File: src/rtl/sum_acc_pkg.sv
// sum_acc_pkg: shared types and default widths for the sum accumulator slice.
//   state_t : FSM encoding (IDLE, ACCUM, DONE)
//   DATA_W  : default width of the incoming adder sum
//   ACC_W   : default accumulator width (must exceed DATA_W)
//   CNT_W   : default burst-length counter width
//   ACC_MAX : all-ones value of a default-width accumulator
package sum_acc_pkg;

    typedef enum logic [1:0] {
        IDLE  = 2'd0,
        ACCUM = 2'd1,
        DONE  = 2'd2
    } state_t;

    localparam int DATA_W = 8;
    localparam int ACC_W  = 16;
    localparam int CNT_W  = 4;

    localparam logic [ACC_W-1:0] ACC_MAX = '1;

endpackage

File: src/rtl/sum_accumulator_if.sv
// sum_accumulator_if: burst control, sample input and result handshake of
// the sum accumulator.
//   master : drives start/burst_len/in_valid/in_sum/out_ready, observes results
//   slave  : the accumulator itself
//   start, burst_len     : burst request and its sample count
//   in_valid, in_sum     : adder result stream
//   out_valid, out_ready : result handshake
//   out_acc, out_ovf, out_count : burst total, sticky overflow, samples taken
//   busy                 : accumulator is in ACCUM or DONE
interface sum_accumulator_if #(
    parameter int DATA_W = sum_acc_pkg::DATA_W,
    parameter int ACC_W  = sum_acc_pkg::ACC_W,
    parameter int CNT_W  = sum_acc_pkg::CNT_W
);
    logic              start;
    logic [CNT_W-1:0]  burst_len;
    logic              in_valid;
    logic [DATA_W-1:0] in_sum;
    logic              out_ready;
    logic              out_valid;
    logic [ACC_W-1:0]  out_acc;
    logic              out_ovf;
    logic [CNT_W-1:0]  out_count;
    logic              busy;

    modport master (
        output start, burst_len, in_valid, in_sum, out_ready,
        input  out_valid, out_acc, out_ovf, out_count, busy
    );

    modport slave (
        input  start, burst_len, in_valid, in_sum, out_ready,
        output out_valid, out_acc, out_ovf, out_count, busy
    );
endinterface

File: src/rtl/acc_add_stage.sv
// acc_add_stage: combinational accumulate step.
//   acc      : current accumulator value
//   in_sum   : incoming adder result (zero-extended)
//   next_acc : updated accumulator (wraps, or clamps with SUM_ACC_SATURATE_EN)
//   carry    : carry-out of bit ACC_W-1
// Macro SUM_ACC_SATURATE_EN: clamp to all-ones on carry instead of wrapping.
module acc_add_stage #(
    parameter int DATA_W = 8,
    parameter int ACC_W  = 16
) (
    input  logic [ACC_W-1:0]  acc,
    input  logic [DATA_W-1:0] in_sum,
    output logic [ACC_W-1:0]  next_acc,
    output logic              carry
);
    logic [ACC_W:0] sum_ext;

    always_comb begin
        sum_ext = {1'b0, acc} + {{(ACC_W + 1 - DATA_W){1'b0}}, in_sum};
        carry   = sum_ext[ACC_W];
`ifdef SUM_ACC_SATURATE_EN
        // Once clamped, any further add carries again, so the value sticks.
        next_acc = carry ? '1 : sum_ext[ACC_W-1:0];
`else
        next_acc = sum_ext[ACC_W-1:0];
`endif
    end
endmodule

File: src/rtl/sum_accumulator.sv
// sum_accumulator: accumulates a host-specified burst of adder results into a
// wider accumulator with sticky overflow and offers the total on valid/ready.
//   clock   : rising-edge clock
//   reset_n : asynchronous active-low reset
//   enable  : global enable; when low all state holds and inputs are ignored
//   bus     : sum_accumulator_if slave (burst control, samples, result)
// Macro SUM_ACC_SATURATE_EN (in acc_add_stage): saturating accumulate.
module sum_accumulator #(
    parameter int DATA_W = sum_acc_pkg::DATA_W,
    parameter int ACC_W  = sum_acc_pkg::ACC_W,
    parameter int CNT_W  = sum_acc_pkg::CNT_W
) (
    input  logic               clock,
    input  logic               reset_n,
    input  logic               enable,
    sum_accumulator_if.slave   bus
);
    import sum_acc_pkg::*;

    state_t           state;
    logic [ACC_W-1:0] acc;
    logic             ovf;
    logic [CNT_W-1:0] count;
    logic [CNT_W-1:0] len;
    logic             out_valid;
    logic             busy;

    logic [ACC_W-1:0] next_acc;
    logic             carry;
    logic [CNT_W-1:0] count_inc;

    acc_add_stage #(
        .DATA_W (DATA_W),
        .ACC_W  (ACC_W)
    ) u_add (
        .acc      (acc),
        .in_sum   (bus.in_sum),
        .next_acc (next_acc),
        .carry    (carry)
    );

    assign count_inc = count + CNT_W'(1);

    always_ff @(posedge clock or negedge reset_n) begin
        if (!reset_n) begin
            state     <= IDLE;
            acc       <= '0;
            ovf       <= 1'b0;
            count     <= '0;
            len       <= '0;
            out_valid <= 1'b0;
            busy      <= 1'b0;
        end else if (enable) begin
            case (state)
                IDLE: begin
                    if (bus.start) begin
                        len   <= bus.burst_len;
                        acc   <= '0;
                        ovf   <= 1'b0;
                        count <= '0;
                        busy  <= 1'b1;
                        // Zero-length burst completes immediately with an empty result.
                        if (bus.burst_len == '0) begin
                            state     <= DONE;
                            out_valid <= 1'b1;
                        end else begin
                            state <= ACCUM;
                        end
                    end
                end
                ACCUM: begin
                    if (bus.in_valid) begin
                        acc   <= next_acc;
                        ovf   <= ovf | carry;
                        count <= count_inc;
                        if (count_inc == len) begin
                            state     <= DONE;
                            out_valid <= 1'b1;
                        end
                    end
                end
                DONE: begin
                    if (bus.out_ready) begin
                        state     <= IDLE;
                        out_valid <= 1'b0;
                        busy      <= 1'b0;
                    end
                end
                default: begin
                    state     <= IDLE;
                    out_valid <= 1'b0;
                    busy      <= 1'b0;
                end
            endcase
        end
    end

    assign bus.out_valid = out_valid;
    assign bus.out_acc   = acc;
    assign bus.out_ovf   = ovf;
    assign bus.out_count = count;
    assign bus.busy      = busy;
endmodule
File: src/flat_wrapper.sv
// flat-port wrapper written by rule: the top's interface ports become plain ports
module sum_accumulator_flat import sum_acc_pkg::*;
#(
    parameter int DATA_W = sum_acc_pkg::DATA_W,
    parameter int ACC_W  = sum_acc_pkg::ACC_W,
    parameter int CNT_W  = sum_acc_pkg::CNT_W
)
  (clock, reset_n, enable, bus_start, bus_burst_len, bus_in_valid, bus_in_sum, bus_out_ready, bus_out_valid, bus_out_acc, bus_out_ovf, bus_out_count, bus_busy);
  sum_accumulator_if #(.DATA_W(DATA_W), .ACC_W(ACC_W), .CNT_W(CNT_W)) bus_i ();
  input  logic clock;
  input  logic reset_n;
  input  logic enable;
  input wire logic [$bits(bus_i.start)-1:0] bus_start;
  input wire logic [$bits(bus_i.burst_len)-1:0] bus_burst_len;
  input wire logic [$bits(bus_i.in_valid)-1:0] bus_in_valid;
  input wire logic [$bits(bus_i.in_sum)-1:0] bus_in_sum;
  input wire logic [$bits(bus_i.out_ready)-1:0] bus_out_ready;
  output wire logic [$bits(bus_i.out_valid)-1:0] bus_out_valid;
  output wire logic [$bits(bus_i.out_acc)-1:0] bus_out_acc;
  output wire logic [$bits(bus_i.out_ovf)-1:0] bus_out_ovf;
  output wire logic [$bits(bus_i.out_count)-1:0] bus_out_count;
  output wire logic [$bits(bus_i.busy)-1:0] bus_busy;
  assign bus_i.start = bus_start;
  assign bus_i.burst_len = bus_burst_len;
  assign bus_i.in_valid = bus_in_valid;
  assign bus_i.in_sum = bus_in_sum;
  assign bus_i.out_ready = bus_out_ready;
  assign bus_out_valid = bus_i.out_valid;
  assign bus_out_acc = bus_i.out_acc;
  assign bus_out_ovf = bus_i.out_ovf;
  assign bus_out_count = bus_i.out_count;
  assign bus_busy = bus_i.busy;
  sum_accumulator #(.DATA_W(DATA_W), .ACC_W(ACC_W), .CNT_W(CNT_W)) u_core (.clock(clock), .reset_n(reset_n), .enable(enable), .bus(bus_i));
endmodule
File: config.mk
export PLATFORM = sky130hd
export DESIGN_NAME = sum_accumulator_flat
export DESIGN_NICKNAME = d
export VERILOG_FILES = /design/src/rtl/sum_acc_pkg.sv /design/src/rtl/sum_accumulator_if.sv /design/src/rtl/acc_add_stage.sv /design/src/rtl/sum_accumulator.sv /design/src/flat_wrapper.sv
export SDC_FILE = /design/constraint.sdc
export NUM_CORES = 1
export LEC_CHECK = 0
export BUFFER_PORTS_ARGS = -buffer_cell sky130_fd_sc_hd__clkbuf_2
export CAP_MARGIN = 25
export CORE_ASPECT_RATIO = 0.6
export CORE_MARGIN = 1.5
export CORE_UTILIZATION = 48
export CTS_CLUSTER_SIZE = 12
export DETAILED_ROUTE_END_ITERATION = 7
export GPL_TIMING_DRIVEN = 0
export PLACE_DENSITY = 0.77
export SETUP_SLACK_MARGIN = 0.5
export SYNTH_ARGS = -nofsm -noshare
export SYNTH_HDL_FRONTEND = slang
export SYNTH_SLANG_ARGS = --single-unit
File: constraint.sdc
create_clock -name clock -period 1.9 [get_ports clock]
set_input_delay 0.095 -clock clock [delete_from_list [all_inputs] [get_ports clock]]
set_output_delay 0.095 -clock clock [all_outputs]
set_load 0.1 [all_outputs]
==> Word-level counts from Yosys, hierarchy flattened <==
Index checks and enable logic that the tools add are counted.
{ "totals": {"reg_bits": 29, "inputBits": 18, "output_inout_bits": 23} }
{ "classes": {"n_addsub": 2, "n_eq_ne": 8, "n_mux": 23, "n_bitwise": 2, "n_reduce_logical": 8} }
{ "op_table": {"columns": ["operator", "count"], "rows": [
  ["2-to-1 mux 16 bit", 2],
  ["case mux 16 bit (2 select lines)", 1],
  ["adder 16 x 8 -> 17 bit", 1],
  ["2-to-1 mux 2 bit", 5],
  ["2-to-1 mux 1 bit", 8],
  ["2-to-1 mux 4 bit", 2],
  ["case mux 4 bit (2 select lines)", 1],
  ["AND reduction 4 bit", 2],
  ["!= test 2 bit, second input constant", 3],
  ["case mux 1 bit (3 select lines)", 2],
  ["case mux 2 bit (3 select lines)", 1],
  ["AND reduction 6 bit", 1],
  ["AND reduction 5 bit", 1],
  ["adder 4 x 1 -> 4 bit, second input constant", 1],
  ["== test 4 bit", 1],
  ["zero test 4 bit", 1],
  ["!= test 2 x 1 -> 1 bit, second input constant", 2],
  ["AND reduction 3 bit", 1],
  ["== test 2 x 1 -> 1 bit, second input constant", 1],
  ["== test 2 bit, second input constant", 1],
  ["zero test 2 bit", 1],
  ["case mux 1 bit (2 select lines)", 1],
  ["nonzero test 2 bit", 1],
  ["inverter 1 bit", 1],
  ["bitwise OR 1 bit", 1]
]} }

==> Longest topological paths before layout <==
{ "depth": {"ltp_word": 5, "ltp_mapped": 8, "depth_no_buf": 8} }

==> Hierarchy <==
From an unflattened synthesis, not the netlist that was laid out.
{ "unflattened": {"cells_unflattened": 186, "hier_area_um2": 1876.8} }
{ "by_module_without_submodules": {"columns": ["mod", "n_inst", "cells_per_inst", "area_each_um2", "seq_area_each_um2"], "rows": [
  ["sum_accumulator", 1, 102, 1282.5, 725.7],
  ["acc_add_stage", 1, 84, 594.3, 0.0]
]} }

==> Worst setup path before layout <==
OpenSTA, ideal clock, no wires.
{ "synth_timing": {"kind": "reg2reg", "startpoint": "register u_core.acc[0] (netlist: u_core.bus.out_acc[0])", "endpoint": "register u_core.acc[14] (netlist: u_core.bus.out_acc[14])", "t_arrival_ns": 2.493, "t_required_ns": 1.778, "slack_ns": -0.714, "stages_incl_launch_ff": 9, "path_buffers": 0, "cell_sequence": "dfrtp_1 > ha_1 > inv_1 > fa_1 > nor2b_1 > o31ai_4 > a2111oi_4 > xnor2_1 > nor2_1"} }
{ "synth_via": {"elab_chain_cells": 3} }
{ "synth_rtl": {"columns": ["item", "line", "text"], "rows": [
  ["start, declared", "sum_accumulator.sv:21", "logic [ACC_W-1:0] acc;"],
  ["start signal, assigned", "sum_accumulator.sv:73", "acc <= next_acc;"],
  ["adder 16 x 8 -> 17 bit", "acc_add_stage.sv:19", "sum_ext = {1'b0, acc} + {{(ACC_W + 1 - DATA_W){1'b0}}, in_sum};"],
  ["2-to-1 mux 16 bit", "sum_accumulator.sv:72", "if (bus.in_valid) begin"],
  ["case mux 16 bit (2 select lines)", "sum_accumulator.sv:54", "case (state)"]
]} }
Every way passes these cells. The select of a mux whose other input is x is not followed.
A chain may end at the register's enable or synchronous reset.

==> Final worst setup path <==
{ "layout_timing": {"startpoint": "register u_core.acc[0] (netlist: u_core.bus.out_acc[0])", "endpoint": "register u_core.acc[6] (netlist: u_core.bus.out_acc[6])"} }
The elaborated chain is that of the path after synthesis.

==> impl_metrics.tcl <==
set metrics [dict create \
    grt_start_max_net_pins 30 \
    antenna_found_initial 0 \
    yosys-top-cells-area "dfrtp_1, ha_1, xnor2_1" \
    critPathLaunchType "flip-flop" \
    synthFlopType "dfrtp_1" \
    cp_max_fo 2 \
    final_cell_mix "clkbuf_2, buf_4, nor2_1" \
    dp_cells 261 \
    skew_ns 0.004759 \
    worst-r2r-setup-slack_ns -0.24 \
    reg2reg_depth 8 \
    port_buffers 40 \
    die_h_um 50.01 \
    synth_top_cell_by_area "dfrtp_1" \
    fp.dieArea_um2 4068 \
    hold_viol 0 \
    cpMaxStageDelayCell "dfrtp_4" \
    drive_above_1_share_pct 57.96 \
    slowest_delay_ns 0.49 \
    required_ns 2.07 \
    startpoint "u_core.bus.out_acc[0]$_DFFE_PN0P_" \
    gp_congestion 0.9455 \
    cts-root-buf "clkbuf_8" \
    core.rowCount 16 \
    dp_hpwl_mm 3.556 \
    min_from "bus_burst_len[1]" \
    arrival_ns 2.31 \
    cts_tree "built" \
    synth_edf_count 0 \
    synth.avg_cell_area_um2 10.05 \
    synth-seq-area-share_pct 41.05 \
    slew_headroom_pct 50.52 \
    drv_cap 0 \
    synth_top_area_share_pct 41.05 \
    drc 0 \
    ys_ff_latch 29 \
    yosys_warnings 0 \
    worstSkewPairLatency_ns 0.29 \
    syn_area_um2 1768 \
    grt_pass1_vias 1705 \
    wirelength_mm 6.289 \
    io_pins 41 \
    rr_endpoint "u_core.bus.out_acc[6]$_DFFE_PN0P_" \
    slew_violations 0 \
    setup_tns_ns -1.302 \
    clk_path_buf_depth 2 \
    tightest_slew_ns 0.7423 \
    max_freq_ghz 0.4676 \
    area_growth_pct 56.33 \
    violations "negative setup slack" \
    setup_viol 9 \
    setup_ws_ns -0.2387 \
    fin_nets 272 \
    start_util_pct 52.26 \
    dr.pass1.iters 4 \
    grt_setup_unrepaired "yes" \
    status "complete, but fails checks" \
    wl_per_cell_um 21.69 \
    endpoint_kind "flip-flop" \
    synthArstFlopShare_pct 100.0 \
    fillers 184 \
    period_share_pct 112.6 \
    die_w_um 81.35 \
    syn-num-nets 204 \
    r2r_start "u_core.bus.out_acc[0]$_DFFE_PN0P_" \
    post-place-ws_ns -0.2947 \
    drtIter0Drc 137 \
    cts.clk_slew.worst_paths_ns 0.07 \
    ant_nets 0 \
    hp-class "in -> reg" \
    syn_inst 176 \
    grt_pass1_wl_mm 8.562 \
    crit_end "u_core.bus.out_acc[6]$_DFFE_PN0P_" \
    design_area_um2 2764 \
    grtUsageTotal_pct 29.19 \
    antenna_cells 0 \
    cts_sinks 29 \
    core_area_um2 3383 \
    fin_cells 290 \
    viasPerCell 6.252 \
    vias 1813 \
    cts_max_level 2 \
    layout_commonest_cell "clkbuf_2" \
    synth.distinct_cells 46 \
    timing_worst_setup_path_type "reg -> reg" \
    cts_made_buffers 5 \
    grt-ovfl-total 0 \
    cp_cell_sequence "ha_4, inv_2, fa_2, nor2b_4, o31ai_4, a21boi_2, or3_1, a32o_1" \
    placed_cell_area_um2 2183 \
    fin_crit_ns 2.139 \
]
[registers in the layout (all words and copies together), names as in the netlist]
name and count:
u_core.bus.out_ovf 1, u_core.len 4, u_core.bus.out_count 4, u_core.bus.out_valid 1
u_core.bus.busy 1, u_core.state 2, u_core.bus.out_acc 16
[stage by stage]
stage | util, % | hold slack [ns]
2_1_floorplan | - | -0.2006
3_3_place_gp | 64.53 | 0.1752
3_5_place_dp | 64.53 | 0.1924
4_1_cts | 75.67 | 0.04887
5_1_grt | 81.69 | 0.07994
6_report | 81.69 | 0.07141
[metal layers]
layer	vias to the layer above	global-route usage, %	wire length [um]	part of all wire (%)
met5	-	0	0	0
met4	0	10.63	178	2.8
met3	23	7.037	476	7.6
met2	103	47.52	2998	48
met1	905	37.53	2635	42
li1	782	-	-	-
[logic make-up (layout without fill, tap and decap cells)]
kind of cell,after synthesis,after routing,share of synthesized area (%)
buffers and inverters,11,80,2.831
xor gates and xnor gates,17,17,9.201
AOI/OAI and AO/OA,49,49,20.38
adders and majority gates,10,10,7.502
muxes,7,7,4.388
and+or+nand+nor,53,53,14.65
DFF,29,29,41.05
[worst max-delay path: cells and delay by family, from the launching register on]
kind / cells / cell delay (ns)
fa+ha+maj: 2 / 0.42
flops: 1 / 0.49
compound gates: 3 / 0.65
buf+inv: 1 / 0.07
simple gates: 2 / 0.38
[how the worst min path moves through the flow]
stage,to,slack [ns],cells after the start
floorplan,u_core.bus.busy$_DFFE_PN0P_,-0.20,0
global placement,u_core.bus.out_ovf$_DFFE_PN0P_,0.18,1
detailed placement,u_core.bus.out_ovf$_DFFE_PN0P_,0.19,1
CTS,u_core.len[1]$_DFFE_PN0P_,0.05,2
global route,u_core.len[1]$_DFFE_PN0P_,0.08,2
finish,u_core.len[1]$_DFFE_PN0P_,0.07,2
[synth_stat cells, types with 4 or more instances]
library cell  number
dfrtp_1           29
xnor2_1            9
a211oi_1           5
xor2_1             7
nor2_1            15
ha_1               9
nand4_1            4
nand2_1           16
inv_1              7
o21ai_0           13
a21oi_1            6
[layout make-up]
type                    instances  area, um2  share of cell area [%]
inverters                       7      26.28                  0.9507
multi-input cells             136       1375                   49.75
plain buffers                   4      62.56                   2.263
clock buffers                   6      72.57                   2.626
well taps                      45      56.30                   2.037
flip-flops and latches         29      772.0                   27.93
clock inverters                 2      10.01                  0.3622
repair buffers                 61      389.1                   14.08
[repair_timing]
| item | CTS | global route |
|---|---|---|
| buffers inserted | 13 | 6 |
| resized for setup | 37 | 36 |
| hold buffers | 1 | 0 |
| gates cloned | 1 | 0 |
| endpoints found under the hold margin | 29 | 0 |
| pin swaps | 13 | 14 |
| endpoints found under the setup margin | 26 | 29 |
Power is not shown: default switching activity piles up to over one toggle a cycle in this logic, so the estimate is an artifact.
